===== config.mk =====
export PLATFORM = sky130hd
export DESIGN_NAME = garo_trng_ctrl
export DESIGN_NICKNAME = d
export VERILOG_FILES = /design/src/rtl/garo_trng_ctrl.sv
export SDC_FILE = /design/constraint.sdc
export NUM_CORES = 1
export LEC_CHECK = 0
export ABC_AREA = 0
export BUFFER_PORTS_ARGS = -buffer_cell sky130_fd_sc_hd__buf_2
export CORE_MARGIN = 4
export CORE_UTILIZATION = 40
export DETAILED_ROUTE_END_ITERATION = 10
export GPL_TIMING_DRIVEN = 0
export PLACE_DENSITY_LB_ADDON = 0.15
export SYNTH_ARGS = -nofsm -noshare
export SYNTH_HDL_FRONTEND = slang
export SYNTH_SLANG_ARGS = --single-unit

===== constraint.sdc =====
create_clock -name clk -period 2.3 [get_ports clk]
set_input_delay 0.46 -clock clk [delete_from_list [all_inputs] [get_ports clk]]
set_output_delay 0.46 -clock clk [all_outputs]
set_load 0.01 [all_outputs]

===== src/rtl/garo_trng_ctrl.sv =====
// Sequencer for the GARO ring-oscillator TRNG: warm-up, decimation, repetition-count health test.
// Optional von Neumann debiasing of raw sample pairs is enabled by defining GARO_VN_DEBIAS_EN.
module garo_trng_ctrl #(
    parameter int WORD_W     = 8,
    parameter int WARMUP     = 64,
    parameter int SAMPLE_DIV = 4,
    parameter int REP_LIMIT  = 16
) (
    input  logic              clk,
    input  logic              reset_n,
    input  logic              enable,
    input  logic              rnd_in,
    output logic              osc_en,
    output logic [WORD_W-1:0] rd_data,
    output logic              rd_valid,
    input  logic              rd_ready,
    output logic              health_fail,
    input  logic              clear_fail
);
    localparam int WU_W  = $clog2(WARMUP + 1);
    localparam int DIV_W = $clog2(SAMPLE_DIV + 1);
    localparam int BIT_W = $clog2(WORD_W + 1);
    localparam int RUN_W = $clog2(REP_LIMIT + 1);

    typedef enum logic [2:0] {S_IDLE, S_WARMUP, S_COLLECT, S_HOLD, S_FAIL} state_t;

    state_t            state, state_nxt;
    logic [WU_W-1:0]   wu_cnt, wu_nxt;
    logic [DIV_W-1:0]  div_cnt, div_nxt;
    logic [BIT_W-1:0]  bit_cnt, bit_nxt;
    logic [RUN_W-1:0]  run_cnt, run_nxt;
    logic              prev_smp, prev_nxt;
    logic [WORD_W-1:0] shreg, shreg_nxt;
    logic [WORD_W-1:0] rd_data_nxt;
    logic              rd_valid_nxt, osc_en_nxt, health_fail_nxt;
    logic              smp_take, acc, acc_bit;
`ifdef GARO_VN_DEBIAS_EN
    logic              pair_full, pair_full_nxt;
    logic              pair_first, pair_first_nxt;
`endif

    always_comb begin
        state_nxt       = state;
        wu_nxt          = wu_cnt;
        div_nxt         = div_cnt;
        bit_nxt         = bit_cnt;
        run_nxt         = run_cnt;
        prev_nxt        = prev_smp;
        shreg_nxt       = shreg;
        rd_data_nxt     = rd_data;
        rd_valid_nxt    = rd_valid;
        health_fail_nxt = health_fail;
        smp_take        = 1'b0;
        acc             = 1'b0;
        acc_bit         = rnd_in;
`ifdef GARO_VN_DEBIAS_EN
        pair_full_nxt   = pair_full;
        pair_first_nxt  = pair_first;
`endif
        case (state)
            S_IDLE: begin
                if (enable) state_nxt = S_WARMUP;
            end
            S_WARMUP: begin
                if (!enable)
                    state_nxt = S_IDLE;
                else if (wu_cnt == WU_W'(WARMUP - 1))
                    state_nxt = S_COLLECT;
                else
                    wu_nxt = wu_cnt + WU_W'(1);
            end
            S_COLLECT: begin
                if (div_cnt == DIV_W'(SAMPLE_DIV - 1)) begin
                    div_nxt  = '0;
                    smp_take = 1'b1;
                    run_nxt  = (run_cnt != '0 && rnd_in == prev_smp) ? run_cnt + RUN_W'(1) : RUN_W'(1);
                    prev_nxt = rnd_in;
`ifdef GARO_VN_DEBIAS_EN
                    // 01 -> 0, 10 -> 1: the accepted bit is the first of the pair
                    if (!pair_full) begin
                        pair_full_nxt  = 1'b1;
                        pair_first_nxt = rnd_in;
                    end else begin
                        pair_full_nxt = 1'b0;
                        acc           = (pair_first != rnd_in);
                        acc_bit       = pair_first;
                    end
`else
                    acc = 1'b1;
`endif
                    if (acc) begin
                        shreg_nxt = {shreg[WORD_W-2:0], acc_bit};
                        bit_nxt   = bit_cnt + BIT_W'(1);
                    end
                end else begin
                    div_nxt = div_cnt + DIV_W'(1);
                end
                // Health failure outranks both enable drop and word completion
                if (smp_take && run_nxt == RUN_W'(REP_LIMIT)) begin
                    state_nxt       = S_FAIL;
                    health_fail_nxt = 1'b1;
                end else if (!enable) begin
                    state_nxt = S_IDLE;
                end else if (acc && bit_cnt == BIT_W'(WORD_W - 1)) begin
                    state_nxt    = S_HOLD;
                    rd_data_nxt  = shreg_nxt;
                    rd_valid_nxt = 1'b1;
                end
            end
            S_HOLD: begin
                if (rd_ready) begin
                    rd_valid_nxt = 1'b0;
                    state_nxt    = enable ? S_WARMUP : S_IDLE;
                end
            end
            S_FAIL: begin
                if (clear_fail) begin
                    health_fail_nxt = 1'b0;
                    state_nxt       = S_IDLE;
                end
            end
            default: state_nxt = S_IDLE;
        endcase

        if (state_nxt == S_WARMUP && state != S_WARMUP) begin
            wu_nxt  = '0;
            run_nxt = '0;
            bit_nxt = '0;
        end
        if (state_nxt == S_COLLECT && state != S_COLLECT) begin
            div_nxt = '0;
`ifdef GARO_VN_DEBIAS_EN
            pair_full_nxt = 1'b0;
`endif
        end
        osc_en_nxt = (state_nxt == S_WARMUP) || (state_nxt == S_COLLECT);
    end

    always_ff @(posedge clk or negedge reset_n) begin
        if (!reset_n) begin
            state       <= S_IDLE;
            wu_cnt      <= '0;
            div_cnt     <= '0;
            bit_cnt     <= '0;
            run_cnt     <= '0;
            prev_smp    <= 1'b0;
            shreg       <= '0;
            rd_data     <= '0;
            rd_valid    <= 1'b0;
            osc_en      <= 1'b0;
            health_fail <= 1'b0;
`ifdef GARO_VN_DEBIAS_EN
            pair_full   <= 1'b0;
            pair_first  <= 1'b0;
`endif
        end else begin
            state       <= state_nxt;
            wu_cnt      <= wu_nxt;
            div_cnt     <= div_nxt;
            bit_cnt     <= bit_nxt;
            run_cnt     <= run_nxt;
            prev_smp    <= prev_nxt;
            shreg       <= shreg_nxt;
            rd_data     <= rd_data_nxt;
            rd_valid    <= rd_valid_nxt;
            osc_en      <= osc_en_nxt;
            health_fail <= health_fail_nxt;
`ifdef GARO_VN_DEBIAS_EN
            pair_full   <= pair_full_nxt;
            pair_first  <= pair_first_nxt;
`endif
        end
    end
endmodule


After elaboration in Yosys (flattened, before gate mapping)
Index checks and enable logic that the tools add are counted.
{"block": "op_classes", "muxes": 36, "reduce_logical": 21, "n_bitwise": 1, "mul": 0, "n_lt_le_gt_ge": 0, "div_mod_pow": 0, "n_addsub": 4, "n_shift": 0, "n_eq_ne": 20}
{"cell": "$mux 3", "n": 11}
{"cell": "$mux 7", "n": 4}
{"cell": "$mux 5", "n": 5}
{"cell": "$pmux 3 s5", "n": 1}
{"cell": "$reduce_bool 2->1", "n": 7}
{"cell": "$eq 3x2->1 const B", "n": 4}
{"cell": "$mux 4", "n": 3}
{"cell": "$ne 2x2->1 const B", "n": 6}
{"cell": "$mux 1", "n": 9}
{"cell": "$mux 8", "n": 1}
{"cell": "$add 7x1->7 const B", "n": 1}
{"cell": "$eq 7x6->1 const B", "n": 1}
{"cell": "$eq 3x1->1 const B", "n": 2}
{"cell": "$reduce_and 3->1", "n": 2}
{"cell": "$add 5x1->5 const B", "n": 1}
{"cell": "$eq 5x5->1 const B", "n": 1}
{"cell": "$logic_and 1x1->1", "n": 5}
{"cell": "$reduce_and 5->1", "n": 1}
{"cell": "$reduce_bool 5->1", "n": 1}
{"cell": "$add 4x1->4 const B", "n": 1}
{"cell": "$eq 4x3->1 const B", "n": 1}
{"cell": "$pmux 1 s2", "n": 2}
{"cell": "$reduce_and 2->1", "n": 2}
{"cell": "$reduce_and 4->1", "n": 1}
{"cell": "9 further kinds", "n": 9}
{"block": "totals", "n_memories": 0, "ramBits": 0, "latch_bits": 0, "romBits": 0, "register_bits": 42, "output_inout_bits": 11, "word_cells": 93}

Logic depth before layout (Yosys ltp)
Gate-level depths: netlist of run 1.
{"block": "logic_depth", "ltp_word": 13, "mapped_depth": 8, "ltp_nobuf": 7}

Least setup slack after synthesis of run 1
Ideal clock, no wire load.
{"block": "synth_path", "kind": "register to register", "startpoint": "register run_cnt[0]", "endpoint": "register rd_data[0]", "arrival_ns": 2.011, "slack_ns": 0.163, "path_stages_with_launch": 9, "path_cell_list": "dfrtp_1 inv_1 ha_1 nand4bb_1 nor4b_2 nand4_2 and3_1 buf_6 mux2_4"}
{"block": "synth_via", "elab_chain_cells": 9}
{"item": "start: declaration", "line": "31", "source": "logic [RUN_W-1:0] run_cnt, run_nxt;"}
{"item": "start signal: assignment", "line": "161", "source": "run_cnt <= run_nxt;"}
{"item": "parallel branches: the longest is 3 deep, another holds $add 5x1->5"}
{"item": "$mux 5 (*)", "line": "73", "source": "if (div_cnt == DIV_W'(SAMPLE_DIV - 1)) begin"}
{"item": "$mux 5 (*)", "line": "60", "source": "case (state)"}
{"item": "$eq 5x5->1 (*)", "line": "99", "source": "if (smp_take && run_nxt == RUN_W'(REP_LIMIT)) begin"}
{"item": "$logic_and 1x1->1 (*)", "line": "99"}
{"item": "$not 1->1 (no line) (*)"}
{"item": "$reduce_and 4->1 (no line) (*)"}
{"item": "end signal: assignment", "line": "164", "source": "rd_data <= rd_data_nxt;"}
{"item": "end: declaration", "line": "14", "source": "output logic [WORD_W-1:0] rd_data,"}
Mark *: on every way between the ends. The select of a mux whose other input is x is not followed.
A chain may end at the register's enable or synchronous reset.

Final worst setup path of run 1
{"block": "layout_path", "startpoint": "register state[0]", "endpoint": "register rd_data[7]"}
{"block": "layout_via", "elab_chain_cells": 2}
{"item": "start: declaration", "line": "27", "source": "state_t state, state_nxt;"}
{"item": "start signal: assignment", "line": "157", "source": "state <= state_nxt;"}
{"item": "$eq 3x2->1", "line": "60"}
{"item": "$reduce_and 4->1 (no line)"}
No other way between the ends.

==> results.py, run 1 <==
metrics = {
    "outcome": {
        "status": "completed",
    },
    "synth": {
        "synth_cell_types": 47,
        "ys_ff_latch": 42,
        "syn_area_per_cell_um2": 9.76,
        "syn-cell-area_um2": 2180,
        "syn_inst": 223,
        "ys_seq_area_frac": 0.483,
        "synth_edf_count": 0,
        "ys_async_sr_fraction": 1.00,
        "synth-main-ff-cell": "dfrtp_1",
        "synth_nets": 234,
        "yosysWarnings": 0,
    },
    "detailed_routing": {
        "drc": 0,
        "avgRoutedWirePerCell_um": 12.8,
        "detail-route-antenna-nets": 0,
        "vias": 1613,
        "viasPerCell": 5.01,
        "first_iter_violations": 121,
        "drt-pass1-iter-count": 5,
        "routed_wirelength_mm": 4.13,
    },
    "power": {
        "pwr_density_cell_nw_per_um2": 648,
        "p_leak_nw": 1.28,
        "ir_worst_vdd_uv": 352,
    },
    "cells_and_area": {
        "final_cell_mix": "nand2_1, dfrtp_1, buf_2, nor2_1, nand3_1",
        "layout-area-overhead-vs-synth_pct": 16.6,
        "n_antenna_cell": 0,
        "final_common_cell": "nand2_1",
        "fillers": 501,
        "final_cells": 322,
        "drive_above_1_share": 0.202,
        "fin_nets": 262,
    },
    "clock_tree": {
        "cts_max_level": 2,
        "clockRootBuffer": "clkbuf_8",
        "cts_inserted_buffers": 5,
        "cts_tree": "built",
        "clkLatencyLatePin_ns": 0.30,
        "cts_sinks": 42,
        "ctsLongestPathBuffers": 2,
        "cts.clk_slew.worst_paths_ns": 0.09,
    },
    "critical_path": {
        "crit_fanout": 10,
        "cp.arrival_ns": 2.36,
        "cp-end-kind": "flip-flop",
        "cp-start-kind": "flip-flop",
        "cp.required_ns": 2.48,
        "critical_path_class": "reg2reg",
    },
    "die": {
        "die_w_um": 81.8,
        "io_pins": 17,
        "die_h_um": 81.8,
        "die_area_um2": 6690,
        "core-area_um2": 5200,
        "num_rows": 26,
        "initial_core_util": 0.418,
    },
    "timing": {
        "rsz0062_at_grt": "no",
        "period_share": 0.948,
        "worst_clock_skew_ns": 0.0116,
        "setup_violations": 0,
        "tns_ns": 0,
        "fmax_mhz": 459,
        "period_needed_ns": 2.18,
        "tightest_slew_ns": 0.943,
        "final-hold-violation-count": 0,
        "finalMaxSlewViolations": 0,
        "timing.slew.headroom": 0.371,
    },
    "global_route": {
        "grt_pass1_vias": 1393,
        "gr-total-overflow": 0,
        "gr-usage-met2": 0.195,
        "use_met1": 0.198,
        "grtUsageTotal": 0.138,
        "met3_usage": 0.0362,
        "grt_start_max_net_pins": 43,
        "top_usage_layer": "met1",
        "antenna_found_initial": 0,
        "grt_pass1_wl_mm": 6.89,
    },
    "placed_design": {
        "hpwl_mm": 2.92,
        "gp_congestion": 0.760,
        "io_buffers": 16,
        "dp.cells": 309,
    },
    "run": {
        "maxCapViolations": 0,
    },
    "worst_hold_path": {
        "hold_class": "in2async",
    },
}
==> kinds of logic (layout without fill, tap and decap cells) <==
kind of cell,after synthesis,in the layout,share of synthesized area
simple gates,118,118,0.270
compound gates,23,23,0.0730
buf+inv,15,44,0.0408
xor+xnor,10,10,0.0402
fa+ha+maj,5,5,0.0287
mux,10,10,0.0649
flops,42,42,0.483
==> power by group <==
part | leakage, nW | switching [W] | internal (W) | total [W]
combinational | 0.648 | 0.0000946 | 0.0000556 | 0.000150
clock | 0.0683 | 0.000270 | 0.000435 | 0.000705
sequential | 0.566 | 0.0000250 | 0.000764 | 0.000789
==> worst paths after layout <==
check / end / from / slack (ns) / cells past startpoint
worst max-delay path: rd_data[7] / state[0] / 0.12 / 8
worst min-delay path: rd_data[0] / reset_n / 0.29 / 1
worst max register to register: rd_data[7] / state[0] / 0.12 / 8
worst min register to register: shreg[7] / shreg[7] / 0.48 / 2
max in group asynchronous: bit_cnt[0] / reset_n / 1.41 / 1
min in group clk: shreg[0] / rnd_in / 0.41 / 3
==> critical path: stages, from the launching register on <==
cell,delay (ns)
dfrtp_1,0.38
buf_6,0.14
or3b_1,0.37
buf_6,0.16
nor2_8,0.10
and4b_1,0.25
and3_1,0.18
buf_6,0.17
mux2_4,0.31
==> layout make-up <==
type | count | area (µm²) | area share
Clock inverter | 3 | 68.8 | 0.0271
Inverter | 6 | 22.5 | 0.00888
Tap cell | 70 | 87.6 | 0.0345
Timing Repair Buffer | 21 | 121 | 0.0478
Buffer | 9 | 70.1 | 0.0276
Multi-Input combinational cell | 166 | 1050 | 0.413
Sequential cell | 42 | 1050 | 0.414
Clock buffer | 5 | 68.8 | 0.0271
==> metrics by stage <==
stage	setup WS (ns)	area, µm²	hold slack [ns]	util	power, W
after floorplan	0.163	2180	0.164	-	0.000899
after global placement	-0.286	2340	0.466	0.450	0.000948
after detailed placement	-0.313	2340	0.464	0.450	0.000951
after CTS	0.0586	2520	0.339	0.484	0.00167
after global routing	0.00363	2540	0.388	0.488	0.00172
final	0.120	2540	0.292	0.488	0.00164
==> routing by layer <==
| layer | share of wire | up-vias | routed length [µm] |
|---|---|---|---|
| met2 | 0.42 | 34 | 1750 |
| met1 | 0.52 | 761 | 2140 |
| met3 | 0.042 | 5 | 172 |
| met4 | 0.016 | 0 | 67 |
| met5 | 0 | - | 0 |
| li1 | - | 813 | - |
==> registers in the layout, summed over array words and instances, names as in the netlist <==
register	cells
rd_data	8
shreg	8
wu_cnt	7
div_cnt	3
prev_smp	1
osc_en	1
bit_cnt	4
state	3
run_cnt	5
rd_valid	1
health_fail	1
==> timing repair <==
action	4_1_cts	5_1_grt
pin swaps	2	3
hold buffers	0	0
buffers inserted	4	1
setup endpoints to repair	25	17
gates resized for setup	1	3
==> synthesized netlist by cell type (2+ instances only) <==
master    count  area, µm²
nand2_1      61        229
dfrtp_1      42       1050
nor2_1       18       67.6
nand3_1       9       45.0
mux2_4        8        120
a21oi_1       7       35.0
xor2_1        7       61.3
inv_1         6       22.5
ha_1          5       62.6
nand4_1       4       25.0
and3_1        3       18.8
buf_6         3       33.8
nand2b_1      3       18.8
or3_1         3       18.8
xnor2_1       3       26.3
a211oi_1      2       15.0
a22oi_1       2       15.0
buf_2         2       10.0
buf_4         2       15.0
clkbuf_1      2       7.51
nand3b_1      2       15.0
nor3b_1       2       15.0
o21a_1        2       15.0
o31ai_1       2       15.0
No activity file was read; power rests on OpenSTA's default activity.
==> run 2, diff against run 1 <==
--- a/config.mk
+++ b/config.mk
@@ -12,6 +12,7 @@
 export DETAILED_ROUTE_END_ITERATION = 10
 export GPL_TIMING_DRIVEN = 0
 export PLACE_DENSITY_LB_ADDON = 0.15
+export REMOVE_ABC_BUFFERS = 1
 export SYNTH_ARGS = -nofsm -noshare
 export SYNTH_HDL_FRONTEND = slang
 export SYNTH_SLANG_ARGS = --single-unit
==> run 2 against run 1 <==
Compared with the run above: hold slack better by 0.012 ns; via count is 2.2% lower; core utilization is 1.1 points lower; critical path depth is 3 lower; first-iteration DRC count is 6.6% higher; critical endpoint is now rd_data[1]; combinational power is 6% lower; clock skew hardly changed; clock power is 30% lower; sequential share of layout area is 1.0 points higher; sequential power hardly changed.
==> results.py, run 2 (synthesis gave the netlist of run 1 again) <==
metrics = {
    "cells_and_area": {
        "final_cells": 317,
        "finalInstanceArea_um2": 2480,
        "n_antenna_cell": 0,
        "fin_nets": 257,
        "final_common_cell": "nand2_1",
        "drive_above_1_share": 0.215,
        "layout-area-overhead-vs-synth_pct": 13.9,
        "top_regs": "rd_data (8), shreg (8), wu_cnt (7)",
        "final_cell_mix": "nand2_1, dfrtp_1, nor2_1",
    },
    "die": {
        "io_pins": 17,
        "initial_core_util": 0.418,
        "core-area_um2": 5200,
        "num_rows": 26,
        "die_h_um": 81.8,
        "die_w_um": 81.8,
        "die_area_um2": 6690,
    },
    "placed_design": {
        "io_buffers": 16,
        "hpwl_mm": 2.72,
        "dp.cells": 300,
        "gp_congestion": 0.788,
        "placed_cell_area_um2": 2280,
    },
    "detailed_routing": {
        "viasPerCell": 4.98,
        "vias": 1578,
        "drc": 0,
        "drt-pass1-iter-count": 4,
        "avgRoutedWirePerCell_um": 13.3,
        "detail-route-antenna-nets": 0,
        "routed_wirelength_mm": 4.23,
        "first_iter_violations": 129,
    },
    "clock_tree": {
        "clkLatencyLatePin_ns": 0.29,
        "cts_sinks": 42,
        "cts_tree": "built",
        "ctsHoldBuffers": 0,
        "cts_max_level": 2,
        "clockRootBuffer": "clkbuf_8",
        "ctsLongestPathBuffers": 2,
        "cts_inserted_buffers": 5,
        "cts.clk_slew.worst_paths_ns": 0.09,
    },
    "critical_path": {
        "timing.rr.end": "rd_data[1]",
        "critical_path_class": "reg2reg",
        "ff2ff_setup_slack_ns": 0.09,
        "r2r_cells": 5,
        "crit_buf_inv": 0,
        "cp_cell_sequence": "or3b_4 -> nor2_8 -> and4b_2 -> and3_4 -> mux2_4",
        "critPathMaxStageDelay_ns": 0.50,
        "cp-end-kind": "flip-flop",
        "critPathTopFamily": "simple AND/OR/NAND/NOR gates",
        "crit_fanout": 11,
        "cp-start-kind": "flip-flop",
        "cpMaxStageDelayCell": "or3b_4",
        "reg2reg_from": "state[2]",
        "cp.required_ns": 2.47,
        "cp.arrival_ns": 2.38,
    },
    "power": {
        "p_leak_nw": 1.21,
        "sequentialPowerShare": 0.555,
        "switching_share": 0.258,
        "p_comb_frac": 0.099,
        "netSwitchingPower_w": 0.000367,
        "ir_worst_vdd_uv": 215,
        "clock_power_share": 0.346,
        "pwr_density_cell_nw_per_um2": 575,
        "p_int_w": 0.00106,
        "fin_total_pwr_w": 0.00143,
    },
    "timing": {
        "timing.slew.headroom": 0.375,
        "rsz0062_at_grt": "no",
        "worst_clock_skew_ns": 0.0119,
        "tightest_slew_ns": 0.938,
        "period_share": 0.962,
        "fin_hold_ws_ns": 0.304,
        "finalMaxSlewViolations": 0,
        "period_needed_ns": 2.21,
        "final-hold-violation-count": 0,
        "setup_violations": 0,
        "fmax_mhz": 452,
    },
    "global_route": {
        "grtUsageTotal": 0.142,
        "grt_pass1_wl_mm": 7.27,
        "grt_pass1_vias": 1556,
        "gr-total-overflow": 0,
        "grt_start_max_net_pins": 43,
        "antenna_found_initial": 0,
    },
    "outcome": {
        "status": "completed",
    },
    "worst_hold_path": {
        "hold_class": "in2async",
    },
    "run": {
        "maxCapViolations": 0,
    },
}
run 2: changes by cell type in the layout (fill, tap and decap cells not counted), sizes merged:
cell / delta
and3: +1
bufinv: -2
buf: -4
run 2: power by group through the flow:
stage / sequential (W) / combinational (W) / clock, W
after detailed placement: 0.000805 / 0.000138 / 0
after floorplan: 0.000800 / 0.0000913 / 0
after global routing: 0.000794 / 0.000164 / 0.000540
after global placement: 0.000804 / 0.000136 / 0
final: 0.000790 / 0.000141 / 0.000493
after CTS: 0.000790 / 0.000145 / 0.000511
run 2: final cells by class:
class	count	area, µm²
Clock buffer	7	86.3
Clock inverter	1	5.00
Multi-Input combinational cell	167	1070
Inverter	6	22.5
Sequential cell	42	1050
Fill cell	509	2730
Timing Repair Buffer	24	153
Tap cell	70	87.6
run 2: through the flow:
stage	setup slack [ns]	TNS (ns)	util
floorplan	0.0238	0	-
global placement	-0.503	-10.66	0.438
detailed placement	-0.469	-9.80	0.438
CTS	0.0319	0	0.468
global route	0.00107	0	0.476
finish	0.0883	0	0.476
run 2: layer usage:
metal  up-vias  track usage  share of wire
li1        802            -              -
met1       754        0.195           0.51
met2        20        0.220           0.45
met3         2       0.0395          0.032
met4         0       0.0399         0.0064
met5         -            0              0
run 2: how the worst max path moves through the flow:
stage	end	cells past startpoint	startpoint	slack (ns)
final	rd_data[1]	5	state[2]	0.09
after global routing	run_cnt[1]	6	div_cnt[0]	0.001
after CTS	rd_data[5]	7	run_cnt[1]	0.03
after detailed placement	run_cnt[1]	7	run_cnt[0]	-0.47
after global placement	wu_cnt[6]	7	run_cnt[0]	-0.50
after floorplan	rd_data[0]	5	state[0]	0.02
run 2: worst reg2reg max path: cells and delay by family, from the launching register on:
family	cells	cell delay, ns
simple gates	4	1.30
flops	1	0.47
mux	1	0.32
run 2: what timing repair did:
item	in CTS	in global routing
cloned	1	0
buffers inserted	4	4
resized for setup	5	5
pin swaps	3	4
setup endpoints to repair	29	25
==> run 3, diff against run 2 <==
--- a/config.mk
+++ b/config.mk
@@ -8,10 +8,11 @@
 export ABC_AREA = 0
 export BUFFER_PORTS_ARGS = -buffer_cell sky130_fd_sc_hd__buf_2
 export CORE_MARGIN = 4
-export CORE_UTILIZATION = 40
+export CORE_UTILIZATION = 39
 export DETAILED_ROUTE_END_ITERATION = 10
 export GPL_TIMING_DRIVEN = 0
 export PLACE_DENSITY_LB_ADDON = 0.15
+export RECOVER_POWER = 25
 export REMOVE_ABC_BUFFERS = 1
 export SYNTH_ARGS = -nofsm -noshare
 export SYNTH_HDL_FRONTEND = slang
==> run 3 against run 2 <==
Compared with the run above: cell area rose by 0.35%; clock skew fell by 0.0014 ns; via count fell by 0.63%; hold slack improved by 0.046 ns; count of clock-buffer cells in the layout fell by 1; critical path type unchanged; sequential power barely moved; sequential cell count did not move; wire length fell by 0.59%.
==> results.py, run 3 (synthesis gave the netlist of run 1 again) <==
metrics = {
    "timing": {
        "fin_ws_ns": 0.0608,
        "final-hold-violation-count": 0,
        "period_needed_ns": 2.24,
        "period_share": 0.974,
        "finalMaxSlewViolations": 0,
        "worst_clock_skew_ns": 0.0105,
        "setup_violations": 0,
        "timing.slew.headroom": 0.293,
        "tns_ns": 0,
        "fmax_mhz": 447,
        "tightest_slew_ns": 1.06,
    },
    "global_route": {
        "grt_pass1_vias": 1492,
        "top_usage_layer": "met2",
        "gr-usage-met2": 0.215,
        "met3_usage": 0.0293,
        "gr-total-overflow": 0,
        "grt_pass1_wl_mm": 6.98,
        "use_met1": 0.179,
        "grt_start_max_net_pins": 43,
        "antenna_found_initial": 0,
        "grtUsageTotal": 0.133,
    },
    "die": {
        "num_rows": 26,
        "io_pins": 17,
        "initial_core_util": 0.413,
        "core-area_um2": 5270,
        "die_w_um": 82.7,
        "die_area_um2": 6840,
        "die_h_um": 82.7,
    },
    "critical_path": {
        "r2r_cells": 8,
        "timing.rr.end": "run_cnt[0]",
        "critPathTopFamily": "simple AND/OR/NAND/NOR gates",
        "cp.arrival_ns": 2.41,
        "reg2reg_from": "run_cnt[1]",
        "cp-end-kind": "flip-flop",
        "critPathMaxStageDelay_ns": 0.43,
        "cp_cell_sequence": "inv_1 -> ha_4 -> nand4bb_1 -> nor4b_2 -> nand4_2 -> a211oi_4 -> buf_4 -> a211oi_1",
        "crit_fanout": 5,
        "ff2ff_setup_slack_ns": 0.06,
        "cpMaxStageDelayCell": "dfrtp_1",
        "critical_path_class": "reg2reg",
        "crit_buf_inv": 2,
        "cp.required_ns": 2.47,
        "cp-start-kind": "flip-flop",
    },
    "power": {
        "ir_worst_vdd_uv": 328,
        "pwr_density_cell_nw_per_um2": 610,
        "p_leak_nw": 1.20,
        "fin_total_pwr_w": 0.00152,
    },
    "clock_tree": {
        "cts_max_level": 2,
        "cts_inserted_buffers": 5,
        "clockRootBuffer": "clkbuf_8",
        "clkLatencyLatePin_ns": 0.29,
        "cts_sinks": 42,
        "cts.clk_slew.worst_paths_ns": 0.08,
        "ctsLongestPathBuffers": 2,
        "ctsHoldBuffers": 0,
        "cts_tree": "built",
    },
    "placed_design": {
        "io_buffers": 16,
        "hpwl_mm": 2.66,
        "gp_congestion": 0.765,
        "dp_slack_ns": -0.542,
    },
    "cells_and_area": {
        "final_cell_mix": "nand2_1, dfrtp_1, nor2_1",
        "top_regs": "rd_data (8), shreg (8), wu_cnt (7)",
        "layout-area-overhead-vs-synth_pct": 14.3,
        "multiInputGateArea_um2": 1080,
        "drive_above_1_share": 0.213,
        "n_antenna_cell": 0,
        "fin_nets": 254,
        "final_common_cell": "nand2_1",
        "regArea_um2": 1050,
        "fillers": 514,
    },
    "worst_hold_path": {
        "hold_class": "in2async",
    },
    "run": {
        "maxCapViolations": 0,
    },
    "detailed_routing": {
        "first_iter_violations": 75,
        "avgRoutedWirePerCell_um": 13.4,
        "detail-route-antenna-nets": 0,
        "drt-pass1-iter-count": 4,
        "routed_wirelength_mm": 4.20,
        "vias": 1568,
        "drc": 0,
        "viasPerCell": 4.99,
    },
    "outcome": {
        "status": "completed",
    },
}
==> run 3: cell count changes in the layout (fill, tap and decap cells not counted), sizes merged <==
cell,delta
buf,-4
clkinvlp,+1
bufinv,+1
clkinv,-1
==> run 3: worst max-delay path by stage <==
stage	start	endpoint	slack, ns	cells past startpoint
2_1_floorplan	state[0]	rd_data[0]	0.02	5
3_5_place_dp	run_cnt[0]	wu_cnt[2]	-0.54	7
3_3_place_gp	run_cnt[0]	wu_cnt[6]	-0.57	7
6_report	run_cnt[1]	run_cnt[0]	0.06	8
4_1_cts	run_cnt[0]	rd_data[7]	0.01	7
5_1_grt	run_cnt[1]	run_cnt[0]	-0.04	8
==> run 3: layout make-up <==
type	instances	area share
multi-input cells	167	0.436
clock buffers	6	0.0292
well taps	70	0.0352
clock inverters	2	0.0151
flip-flops and latches	42	0.424
repair buffers	21	0.0523
inverters	6	0.00905
==> run 3: routing by layer <==
layer / part of all wire / wire length (µm)
met4: 0.0045 / 19
met1: 0.51 / 2140
met5: 0 / 0
met2: 0.45 / 1910
met3: 0.031 / 130
==> run 3: per-stage QoR <==
step / instance area [µm²] / instances / hold WS (ns) / utilization
floorplan: 2110 / 214 / 0.164 / -
global placement: 2280 / 300 / 0.460 / 0.432
detailed placement: 2280 / 300 / 0.472 / 0.432
CTS: 2430 / 310 / 0.347 / 0.462
global route: 2490 / 314 / 0.429 / 0.472
finish: 2490 / 314 / 0.350 / 0.472
==> run 3: timing repair <==
item	4_1_cts	5_1_grt
setup buffers	2	3
pin swaps	3	4
endpoints found under the setup margin	26	25
gates cloned	0	1
gates resized for setup	5	7
==> run 3: report_power, final <==
part	leakage (nW)	internal, W	total, W	switching [W]
combinational	0.588	0.0000539	0.000145	0.0000907
sequential	0.563	0.000764	0.000791	0.0000274
clock	0.0514	0.000324	0.000581	0.000256
